==> src/rtl/reg_file_wr_arbiter_if.sv <==
// Request-side bundle for reg_file_wr_arbiter.
// Carries the two requesters' valid/ready write handshakes.
//   master : requester side (drives valid/addr/data, observes ready)
//   slave  : arbiter side   (observes valid/addr/data, drives ready)
interface reg_file_wr_arbiter_if #(
  parameter int WORD_LENGTH = 32,
  parameter int ADDR_WIDTH  = 5
);
  logic                   req0_valid;
  logic [ADDR_WIDTH-1:0]  req0_addr;
  logic [WORD_LENGTH-1:0] req0_data;
  logic                   req0_ready;
  logic                   req1_valid;
  logic [ADDR_WIDTH-1:0]  req1_addr;
  logic [WORD_LENGTH-1:0] req1_data;
  logic                   req1_ready;

  modport master (
    output req0_valid, req0_addr, req0_data,
    output req1_valid, req1_addr, req1_data,
    input  req0_ready, req1_ready
  );

  modport slave (
    input  req0_valid, req0_addr, req0_data,
    input  req1_valid, req1_addr, req1_data,
    output req0_ready, req1_ready
  );
endinterface

==> src/rtl/reg_file_wr_arbiter.sv <==
// Two-requester round-robin write-port arbiter for the register file.
// Picks at most one request per cycle and drives a registered one-hot
// enable vector, write data and write address into the register bank.
//
// Ports:
//   clk          clock, rising edge
//   reset        asynchronous, active-low reset
//   hold         blocks acceptance of new requests while high
//   req          reg_file_wr_arbiter_if.slave: two valid/ready write requesters
//   wr_en        registered one-hot register enables (NUM_REGS bits)
//   wr_data      registered write data
//   wr_addr      registered write address
//   addr_err     one-cycle pulse: accepted address was >= NUM_REGS
//   conflict_cnt saturating count of cycles with both valid and hold low
//
// Build option: define REG_ZERO_PROTECT_EN to make register 0 unwritable
// (requests to address 0 are still accepted, but produce no enable).
module reg_file_wr_arbiter #(
  parameter int WORD_LENGTH = 32,
  parameter int NUM_REGS    = 32,
  parameter int ADDR_WIDTH  = 5
) (
  input  logic                   clk,
  input  logic                   reset,
  input  logic                   hold,
  reg_file_wr_arbiter_if.slave   req,
  output logic [NUM_REGS-1:0]    wr_en,
  output logic [WORD_LENGTH-1:0] wr_data,
  output logic [ADDR_WIDTH-1:0]  wr_addr,
  output logic                   addr_err,
  output logic [15:0]            conflict_cnt
);

  // Decoder: addresses at or above NUM_REGS match no bit and yield all zero.
  function automatic logic [NUM_REGS-1:0] decode_onehot(input logic [ADDR_WIDTH-1:0] a);
    logic [NUM_REGS-1:0] oh;
    oh = '0;
    for (int i = 0; i < NUM_REGS; i++) begin
      oh[i] = (a == ADDR_WIDTH'(i));
    end
    return oh;
  endfunction

  function automatic logic [15:0] sat_inc16(input logic [15:0] v);
    return (v == 16'hFFFF) ? v : v + 16'd1;
  endfunction

  logic                   prio_p0;
  logic                   gnt0;
  logic                   gnt1;
  logic                   xfer;
  logic [ADDR_WIDTH-1:0]  sel_addr;
  logic [WORD_LENGTH-1:0] sel_data;
  logic                   in_range;
  logic [NUM_REGS-1:0]    sel_en;
  logic                   sel_err;
  logic                   conflict;

  // Stage 0: combinational grant from current valids and priority pointer.
  always_comb begin
    gnt0     = !hold && req.req0_valid && (!req.req1_valid || !prio_p0);
    gnt1     = !hold && req.req1_valid && (!req.req0_valid ||  prio_p0);
    xfer     = gnt0 || gnt1;
    sel_addr = gnt1 ? req.req1_addr : req.req0_addr;
    sel_data = gnt1 ? req.req1_data : req.req0_data;
    in_range = ({1'b0, sel_addr} < (ADDR_WIDTH+1)'(NUM_REGS));
    sel_en   = decode_onehot(sel_addr);
    sel_err  = !in_range;
`ifdef REG_ZERO_PROTECT_EN
    if (sel_addr == '0) begin
      sel_en  = '0;
      sel_err = 1'b0;
    end
`endif
    conflict = req.req0_valid && req.req1_valid && !hold;
  end

  assign req.req0_ready = gnt0;
  assign req.req1_ready = gnt1;

  // Stage 1: registered write port toward the register bank.
  always_ff @(posedge clk or negedge reset) begin
    if (!reset) begin
      prio_p0      <= 1'b0;
      wr_en        <= '0;
      wr_data      <= '0;
      wr_addr      <= '0;
      addr_err     <= 1'b0;
      conflict_cnt <= 16'd0;
    end else begin
      if (conflict) conflict_cnt <= sat_inc16(conflict_cnt);
      if (xfer) begin
        prio_p0  <= gnt0;          // winner 0 hands priority to 1, and vice versa
        wr_data  <= sel_data;
        wr_addr  <= sel_addr;
        wr_en    <= sel_en;
        addr_err <= sel_err;
      end else begin
        wr_en    <= '0;
        addr_err <= 1'b0;
      end
    end
  end

endmodule
==> src/flat_wrapper.sv <==
// flat-port wrapper written by rule: the top's interface ports become plain ports
module reg_file_wr_arbiter_flat 
#(
  parameter int WORD_LENGTH = 32,
  parameter int NUM_REGS    = 32,
  parameter int ADDR_WIDTH  = 5
)
  (clk, reset, hold, wr_en, wr_data, wr_addr, addr_err, conflict_cnt, req_req0_valid, req_req0_addr, req_req0_data, req_req1_valid, req_req1_addr, req_req1_data, req_req0_ready, req_req1_ready);
  reg_file_wr_arbiter_if #(.WORD_LENGTH(WORD_LENGTH), .ADDR_WIDTH(ADDR_WIDTH)) req_i ();
  input  logic clk;
  input  logic reset;
  input  logic hold;
  output logic [NUM_REGS-1:0] wr_en;
  output logic [WORD_LENGTH-1:0] wr_data;
  output logic [ADDR_WIDTH-1:0] wr_addr;
  output logic addr_err;
  output logic [15:0] conflict_cnt;
  input wire logic [$bits(req_i.req0_valid)-1:0] req_req0_valid;
  input wire logic [$bits(req_i.req0_addr)-1:0] req_req0_addr;
  input wire logic [$bits(req_i.req0_data)-1:0] req_req0_data;
  input wire logic [$bits(req_i.req1_valid)-1:0] req_req1_valid;
  input wire logic [$bits(req_i.req1_addr)-1:0] req_req1_addr;
  input wire logic [$bits(req_i.req1_data)-1:0] req_req1_data;
  output wire logic [$bits(req_i.req0_ready)-1:0] req_req0_ready;
  output wire logic [$bits(req_i.req1_ready)-1:0] req_req1_ready;
  assign req_i.req0_valid = req_req0_valid;
  assign req_i.req0_addr = req_req0_addr;
  assign req_i.req0_data = req_req0_data;
  assign req_i.req1_valid = req_req1_valid;
  assign req_i.req1_addr = req_req1_addr;
  assign req_i.req1_data = req_req1_data;
  assign req_req0_ready = req_i.req0_ready;
  assign req_req1_ready = req_i.req1_ready;
  reg_file_wr_arbiter #(.WORD_LENGTH(WORD_LENGTH), .NUM_REGS(NUM_REGS), .ADDR_WIDTH(ADDR_WIDTH)) u_core (.clk(clk), .reset(reset), .hold(hold), .req(req_i), .wr_en(wr_en), .wr_data(wr_data), .wr_addr(wr_addr), .addr_err(addr_err), .conflict_cnt(conflict_cnt));
endmodule
==> config.mk <==
export PLATFORM = sky130hd
export DESIGN_NAME = reg_file_wr_arbiter_flat
export DESIGN_NICKNAME = d
export VERILOG_FILES = /design/src/rtl/reg_file_wr_arbiter_if.sv /design/src/rtl/reg_file_wr_arbiter.sv /design/src/flat_wrapper.sv
export SDC_FILE = /design/constraint.sdc
export NUM_CORES = 1
export LEC_CHECK = 0
export CAP_MARGIN = 10
export CELL_PAD_IN_SITES_DETAIL_PLACEMENT = 1
export CELL_PAD_IN_SITES_GLOBAL_PLACEMENT = 1
export CORE_MARGIN = 2
export CORE_UTILIZATION = 34
export CTS_CLUSTER_SIZE = 40
export DETAILED_ROUTE_END_ITERATION = 16
export HOLD_SLACK_MARGIN = 0.06
export PLACE_DENSITY = 0.95
export SYNTH_ARGS = -nofsm -noshare
export SYNTH_HDL_FRONTEND = slang
export SYNTH_SLANG_ARGS = --single-unit
==> constraint.sdc <==
create_clock -name clk -period 4.12 [get_ports clk]
set_clock_uncertainty 0.15 [all_clocks]
set_input_delay 0.618 -clock clk [delete_from_list [all_inputs] [get_ports clk]]
set_output_delay 0.618 -clock clk [all_outputs]
set_load 0.005 [all_outputs]
Yosys cells after proc, flatten, opt, wreduce, memory -nomap -nowiden
Index checks and enable logic that the tools add are counted.
{"block": "word_totals", "register_bits": 86, "out_inout_bits": 88, "word_cells": 57}
{"block": "op_classes", "add_sub_neg": 1, "n_eq_ne": 32, "mux": 3, "bitwise": 1, "n_reduce_logical": 15}
{"operator": "$eq A5 B5 Y1 const B", "count": 16}
{"operator": "$mux W32", "count": 2}
{"operator": "$eq A5 B4 Y1 const B", "count": 8}
{"operator": "$eq A5 B3 Y1 const B", "count": 4}
{"operator": "$add A16 B1 Y16 const B", "count": 1}
{"operator": "$eq A16 B16 Y1 const B", "count": 1}
{"operator": "$eq A5 B2 Y1 const B", "count": 2}
{"operator": "$logic_and A1 B1 Y1", "count": 6}
{"operator": "$eq A5 B1 Y1 const B", "count": 1}
{"operator": "$logic_not A5 Y1", "count": 1}
{"operator": "$mux W5", "count": 1}
{"operator": "$logic_not A1 Y1", "count": 4}
{"operator": "$logic_or A1 B1 Y1", "count": 3}
{"operator": "$reduce_and A2 Y1", "count": 1}
{"operator": "$not A1 Y1", "count": 1}

Depth between registers and ports, before layout
Gate-level depths: netlist (run 1).
{"block": "logic_depth", "word_depth": 6, "ltp_mapped": 7, "depth_no_buf": 5}

Worst setup path after synthesis (run 1)
Ideal clock, no wire load.
{"block": "synth_path", "path_kind": "input port to output port", "startpoint": "input req_req1_valid", "endpoint": "output req_req1_ready", "arrival_time_ns": 1.318, "path_slack_ns": 2.034, "path_stages": 4, "cell_sequence": "buf_2 -> nand2b_1 -> nor2_4 -> buf_2"}
{"block": "synth_between", "elab_chain_cells": 2}
{"item": "start: declaration", "line": "flat_wrapper.sv:21", "rtl": "input wire logic [$bits(req_i.req1_valid)-1:0] req_req1_valid;"}
{"item": "$logic_and A1 B1 Y1 (2 in series)", "line": "reg_file_wr_arbiter.sv:62", "rtl": "gnt1 = !hold && req.req1_valid && (!req.req0_valid || prio_p0);"}
{"item": "end: declaration", "line": "flat_wrapper.sv:25", "rtl": "output wire logic [$bits(req_i.req1_ready)-1:0] req_req1_ready;"}
Every way passes these cells.

Final worst setup path (run 1)
{"block": "layout_path", "startpoint": "input hold", "endpoint": "output req_req1_ready"}
{"block": "layout_between", "elab_chain_cells": 3}
{"item": "start: declaration", "line": "flat_wrapper.sv:12", "rtl": "input logic hold;"}
{"item": "$logic_not A1 Y1", "line": "reg_file_wr_arbiter.sv:62"}
{"item": "$logic_and A1 B1 Y1 (2 in series)", "line": "reg_file_wr_arbiter.sv:62"}
Every way passes these cells.

==> impl_metrics.tcl, run 1 <==
set metrics [dict create \
    layout_setup_ws_ns 1.065 \
    rsz0062_at_grt "false" \
    ys_types 57 \
    async_flop_share_pct 100.0 \
    die_h_um 109.9 \
    clkTransAtPathRegs_ns 0.09 \
    clk_latency_ns 0.36 \
    die_width_um 109.9 \
    setup_viol_count_final 0 \
    cts_buffers 9 \
    synth_area_mm2 0.003811 \
    cts_setup_buffers 0 \
    min_path_type "primary input to asynchronous set/reset pin" \
    final_util_pct 53.26 \
    ys_seq_area_share_pct 56.47 \
    criticalPathCategory "primary input to output port" \
    core_mm2 0.01089 \
    grtUsageMet1_pct 24.23 \
    syn_to_final_growth_pct 52.17 \
    gp_congestion 0.7914 \
    cpPeakStageDelay_ns 0.64 \
    fp.dieArea_mm2 0.01207 \
    vias 3346 \
    ant_nets 0 \
    routedWlPerCell_um 17.91 \
    start_kind "primary input" \
    cts.sinks 86 \
    fillCellCount 1157 \
    root_buffer "clkbuf_8" \
    clockBufferDepth 2 \
    max_clock_freq_ghz 0.3273 \
    busiest_layer "met2" \
    relSlewSlack_pct 29.57 \
    antennaDiodeCount 0 \
    path_delay_family "buffers and inverters" \
    tightest_slew_ns 1.056 \
    cpMaxStageDelayCell "clkdlybuf4s50_1" \
    num_rows 38 \
    avgSynthCellArea_um2 11.51 \
    gr-total-overflow 0 \
    final_max_slew_viol_count 0 \
    end_kind "output port" \
    cts_resized 0 \
    grt_usage_pct 19.72 \
    tritoncts "yes" \
    dpl.hpwl_mm 8.537 \
    grt_pass1_wl_mm 18.11 \
    dp.cells 621 \
    antenna_found_initial 0 \
    r2r_slack_ns 1.96 \
    htreeDepth 3 \
    ff_latch_area_mm2 0.002152 \
    synthFlopType "dfrtp_1" \
    ys_ff_latch 86 \
    synth_edf_count 0 \
    grt_util_met2_pct 33.13 \
    pin_count 167 \
    stdcell_count 637 \
    routed_wl_mm 11.41 \
    drc_errors 0 \
    outcome "completed" \
    synthCells 331 \
    yosys_warnings 0 \
    first_global_vias 3538 \
    drt-initial-drc-count 236 \
    syn_nets 411 \
    ir_worst_vdd_v 0.0001836 \
    crit_fanout 15 \
    fin_crit_ns 3.055 \
    holdWs_ns 0.2835 \
    path_buf_inv 2 \
    finalCritPeriodShare_pct 74.15 \
    io_buffers 165 \
    leakagePower_uw 0.002612 \
    power_density_mw_per_mm2 378.0 \
    final_nets 572 \
    fin_tns_setup_ns 0 \
    via_per_inst 5.253 \
    initial_core_util_pct 35.00 \
    crit_arrival_ns 2.29 \
    hold_viol 0 \
    multi_input_area_mm2 0.001430 \
    use_met3_pct 5.276 \
    grt_max_degree 87 \
    path_cells "clkdlybuf4s50_1, nand2b_1, nor2_4, clkdlybuf4s50_1" \
    drtPass1Iterations 9 \
    drive_gt1_share_pct 9.054 \
    ctsHoldBuffers 0 \
    crit_required_ns 3.35 \
    post-place-ws_ns 0.9779 \
    drv_cap 0 \
    path_common_cell "clkdlybuf4s50_1" \
]
[per-stage QoR]
| stage | area (µm²) | power [µW] |
|---|---|---|
| after floorplan | 3811 | 1191 |
| after global placement | 5564 | 1500 |
| after detailed placement | 5564 | 1525 |
| after CTS | 5799 | 2225 |
| after global routing | 5799 | 2312 |
| final | 5799 | 2192 |
[power breakdown]
group          leakage (µW)  switching, µW  internal [µW]
registers           0.00112           78.1            929
logic               0.00137            205            293
clock network      0.000120            328            359
[per-layer routing]
layer / vias to the layer above / wire length [µm]
met3: 12 / 873
li1: 1526 / -
met5: - / 0
met4: 0 / 154
met1: 1660 / 4713
met2: 148 / 5670
[Yosys cell counts, types with 4 or more instances]
cell type,instances,area [µm²]
buf_2,6,30.03
a21oi_1,15,75.07
nand4_1,4,25.02
nor3_1,7,35.03
nand3_1,5,25.02
nand2_1,13,48.80
nand2b_1,5,31.28
nor2_1,20,75.07
a31oi_2,4,50.05
clkbuf_1,6,22.52
nor4_1,4,25.02
inv_1,38,142.6
nor2b_1,10,62.56
mux2i_1,4,40.04
and3b_1,5,43.79
o21ai_0,7,35.03
dfrtp_1,86,2152
xor2_1,6,52.55
and3_1,4,25.02
a222oi_1,32,320.3
[flip-flops by register name, summed over array words and instances (netlist names)]
signal / count
u_core.wr_addr: 5
u_core.conflict_cnt: 16
u_core.wr_data: 32
u_core.wr_en: 32
u_core.prio_p0: 1
[layout make-up]
cell class	instances	share of cell area, %
clock buffer	9	2.136
clock inverter	7	1.920
inverter	38	2.460
multi-input combinational	190	24.66
sequential	86	37.11
tap	140	3.020
timing repair buffer	167	28.69
[placed cells by master (no fill, tap or decap), drive strengths merged, types with 2 or more instances in the layout]
master	n
and3b	5
nor4	6
bufinv	2
clkbuf	9
o21ai	8
nand2b	5
buf	3
nand4b	2
a211oi	4
and3	5
mux2	2
inv	43
a211o	2
nor3	8
mux2i	4
nor2b	10
xor2	6
a21oi	16
a31oi	6
xnor2	3
nand2	14
clkdlybuf4s50	164
nand4	5
nand3	8
a222oi	32
nor2	22
and2b	2
dfrtp	86
[worst paths after layout]
| check | startpoint | cells past startpoint | endpoint |
|---|---|---|---|
| worst max register to register | u_core.prio_p0 | 5 | u_core.wr_en[17] |
| worst max-delay path | hold | 4 | req_req1_ready |
| min in group clk | u_core.wr_addr[1] | 2 | u_core.wr_addr[1] |
| max in group asynchronous | reset | 1 | u_core.wr_addr[4] |
| worst min-delay path | reset | 1 | u_core.wr_en[5] |
| worst min register to register | u_core.wr_addr[1] | 2 | u_core.wr_addr[1] |
[kinds of logic after synthesis]
family,after synthesis,share of synthesized area [%]
and+or+nand+nor,97,15.63
DFF,86,56.47
AOI/OAI and AO/OA,76,17.17
buffers and inverters,55,6.402
xor gates and xnor gates,9,2.068
muxes,6,1.839
adders and majority gates,1,0.3282
other,1,0.09840
(Power assumes the default switching activity.)
==> inputs of run 2 (changes only) <==
CORE_UTILIZATION = 32   (was 34)
PLACE_DENSITY = 0.93   (was 0.95)
clock period = 3.1 ns   (was 4.12 ns; I/O delays follow)
==> run 2 against run 1 <==
The flow now finishes with violations (DRC). Setup slack worse by 0.72 ns. Core utilization is 2.1 points lower. Sequential power is 33% higher. Sequential share of layout area is 0.61 points lower. Total power is 40% higher. Combinational power is 35% higher. Routed wire length is 3.7% higher. Register-to-register slack worse by 0.91 ns. Largest cell class unchanged. Highest routed layer unchanged.
==> impl_metrics.tcl, run 2 (synthesized netlist as in run 1, its figures left out) <==
set metrics [dict create \
    grt_pass1_wl_mm 19.41 \
    vias 3336 \
    ctsHoldBuffers 0 \
    holdWs_ns 0.1829 \
    grt_usage_pct 19.31 \
    rsz0062_at_grt "false" \
    antenna_found_initial 0 \
    die_width_um 113.1 \
    start_kind "primary input" \
    crit_fanout 8 \
    final_common_cell "clkdlybuf4s50_1" \
    via_per_inst 5.180 \
    cpPeakStageDelay_ns 0.58 \
    drt-initial-drc-count 192 \
    layout_setup_ws_ns 0.3490 \
    final_area_mm2 0.005896 \
    final_nets 577 \
    end_kind "output port" \
    largestRegisters "u_core.wr_data x32, u_core.wr_en x32, u_core.conflict_cnt x16" \
    syn_to_final_growth_pct 54.69 \
    tightest_slew_ns 1.076 \
    path_buf_inv 2 \
    dpl.hpwl_mm 8.704 \
    routed_wl_mm 11.83 \
    num_rows 39 \
    tritoncts "yes" \
    pin_count 167 \
    criticalPathCategory "primary input to output port" \
    final_max_slew_viol_count 0 \
    core_mm2 0.01152 \
    clk_latency_ns 0.34 \
    path_cells "clkdlybuf4s50_1, and2b_4, nor2_4, clkdlybuf4s50_1" \
    clockBufferDepth 2 \
    cts_setup_buffers 0 \
    crit_arrival_ns 2.14 \
    drtPass1Iterations 11 \
    leakagePower_uw 0.002657 \
    path_common_cell "clkdlybuf4s50_1" \
    finalCritPeriodShare_pct 88.74 \
    violations "DRC" \
    outcome "finished with violations" \
    dpl-instance-area_mm2 0.005605 \
    drv_cap 0 \
    ant_nets 0 \
    max_clock_freq_ghz 0.3635 \
    gr-total-overflow 0 \
    cts.sinks 86 \
    crit_required_ns 2.48 \
    post-place-ws_ns 0.3120 \
    drive_gt1_share_pct 9.581 \
    fp.dieArea_mm2 0.01280 \
    power_density_mw_per_mm2 522.2 \
    io_buffers 165 \
    min_path_type "primary input to asynchronous set/reset pin" \
    setup_viol_count_final 0 \
    initial_core_util_pct 33.09 \
    gp_congestion 0.7515 \
    grt_max_degree 87 \
    dp.cells 629 \
    root_buffer "clkbuf_16" \
    ir_worst_vdd_v 0.0002402 \
    cts_resized 0 \
    die_h_um 113.1 \
    antennaDiodeCount 0 \
    hold_viol 0 \
    htreeDepth 3 \
    cpMaxStageDelayCell "clkdlybuf4s50_1" \
    fin_crit_ns 2.751 \
    clkTransAtPathRegs_ns 0.06 \
    drc_errors 8 \
    r2r_slack_ns 1.05 \
    routedWlPerCell_um 18.37 \
    fin_tns_setup_ns 0 \
    layout_common_cells "clkdlybuf4s50_1, dfrtp_1, inv_1" \
    path_delay_family "buffers and inverters" \
    cts_buffers 9 \
    first_global_vias 3750 \
    stdcell_count 644 \
    relSlewSlack_pct 28.02 \
]
-- run 2: final timing paths --
kind,to,from,cells past startpoint
worst min register to register,u_core.wr_data[15],u_core.wr_data[15],2
min in group clk,u_core.wr_data[15],u_core.wr_data[15],2
max in group asynchronous,u_core.prio_p0,reset,1
worst max register to register,u_core.wr_en[19],u_core.prio_p0,6
worst min-delay path,u_core.conflict_cnt[8],reset,1
worst max-delay path,req_req1_ready,req_req0_valid,4
-- run 2: routing by layer --
| layer | part of all wire, % | vias to the layer above | global-route usage (%) |
|---|---|---|---|
| met4 | 1.3 | 0 | 6.260 |
| li1 | - | 1544 | - |
| met2 | 53 | 113 | 35.05 |
| met5 | 0 | - | 0 |
| met1 | 39 | 1670 | 21.61 |
| met3 | 6.9 | 9 | 5.838 |
-- run 2: power breakdown --
part | total (µW) | leakage [µW] | switching [µW] | internal, µW
Sequential | 1340 | 0.00112 | 100 | 1240
Clock | 1070 | 0.000141 | 427 | 639
Combinational | 674 | 0.00139 | 280 | 395
Total | 3080 | 0.00266 | 807 | 2270
-- run 2: stage by stage --
step                utilization, %  power (µW)
global route                 51.20        3242
finish                       51.20        3079
floorplan                        -        1583
CTS                          51.20        3131
global placement             48.67        2000
detailed placement           48.67        2040
-- run 2: worst register-to-register path, cell delays in order (launching register included) --
cell and delay [ns]:
dfrtp_1 0.45, and2b_4 0.25, nor2_4 0.24, buf_4 0.21
a31oi_2 0.18, buf_4 0.19, nor4_1 0.28
-- run 2: cell type report --
type | count | area, µm²
sequential | 86 | 2152
clock buffer | 11 | 242.7
timing repair buffer | 172 | 1702
multi-input combinational | 190 | 1430
clock inverter | 4 | 47.55
inverter | 38 | 142.6
fill | 1248 | 5620
tap | 143 | 178.9
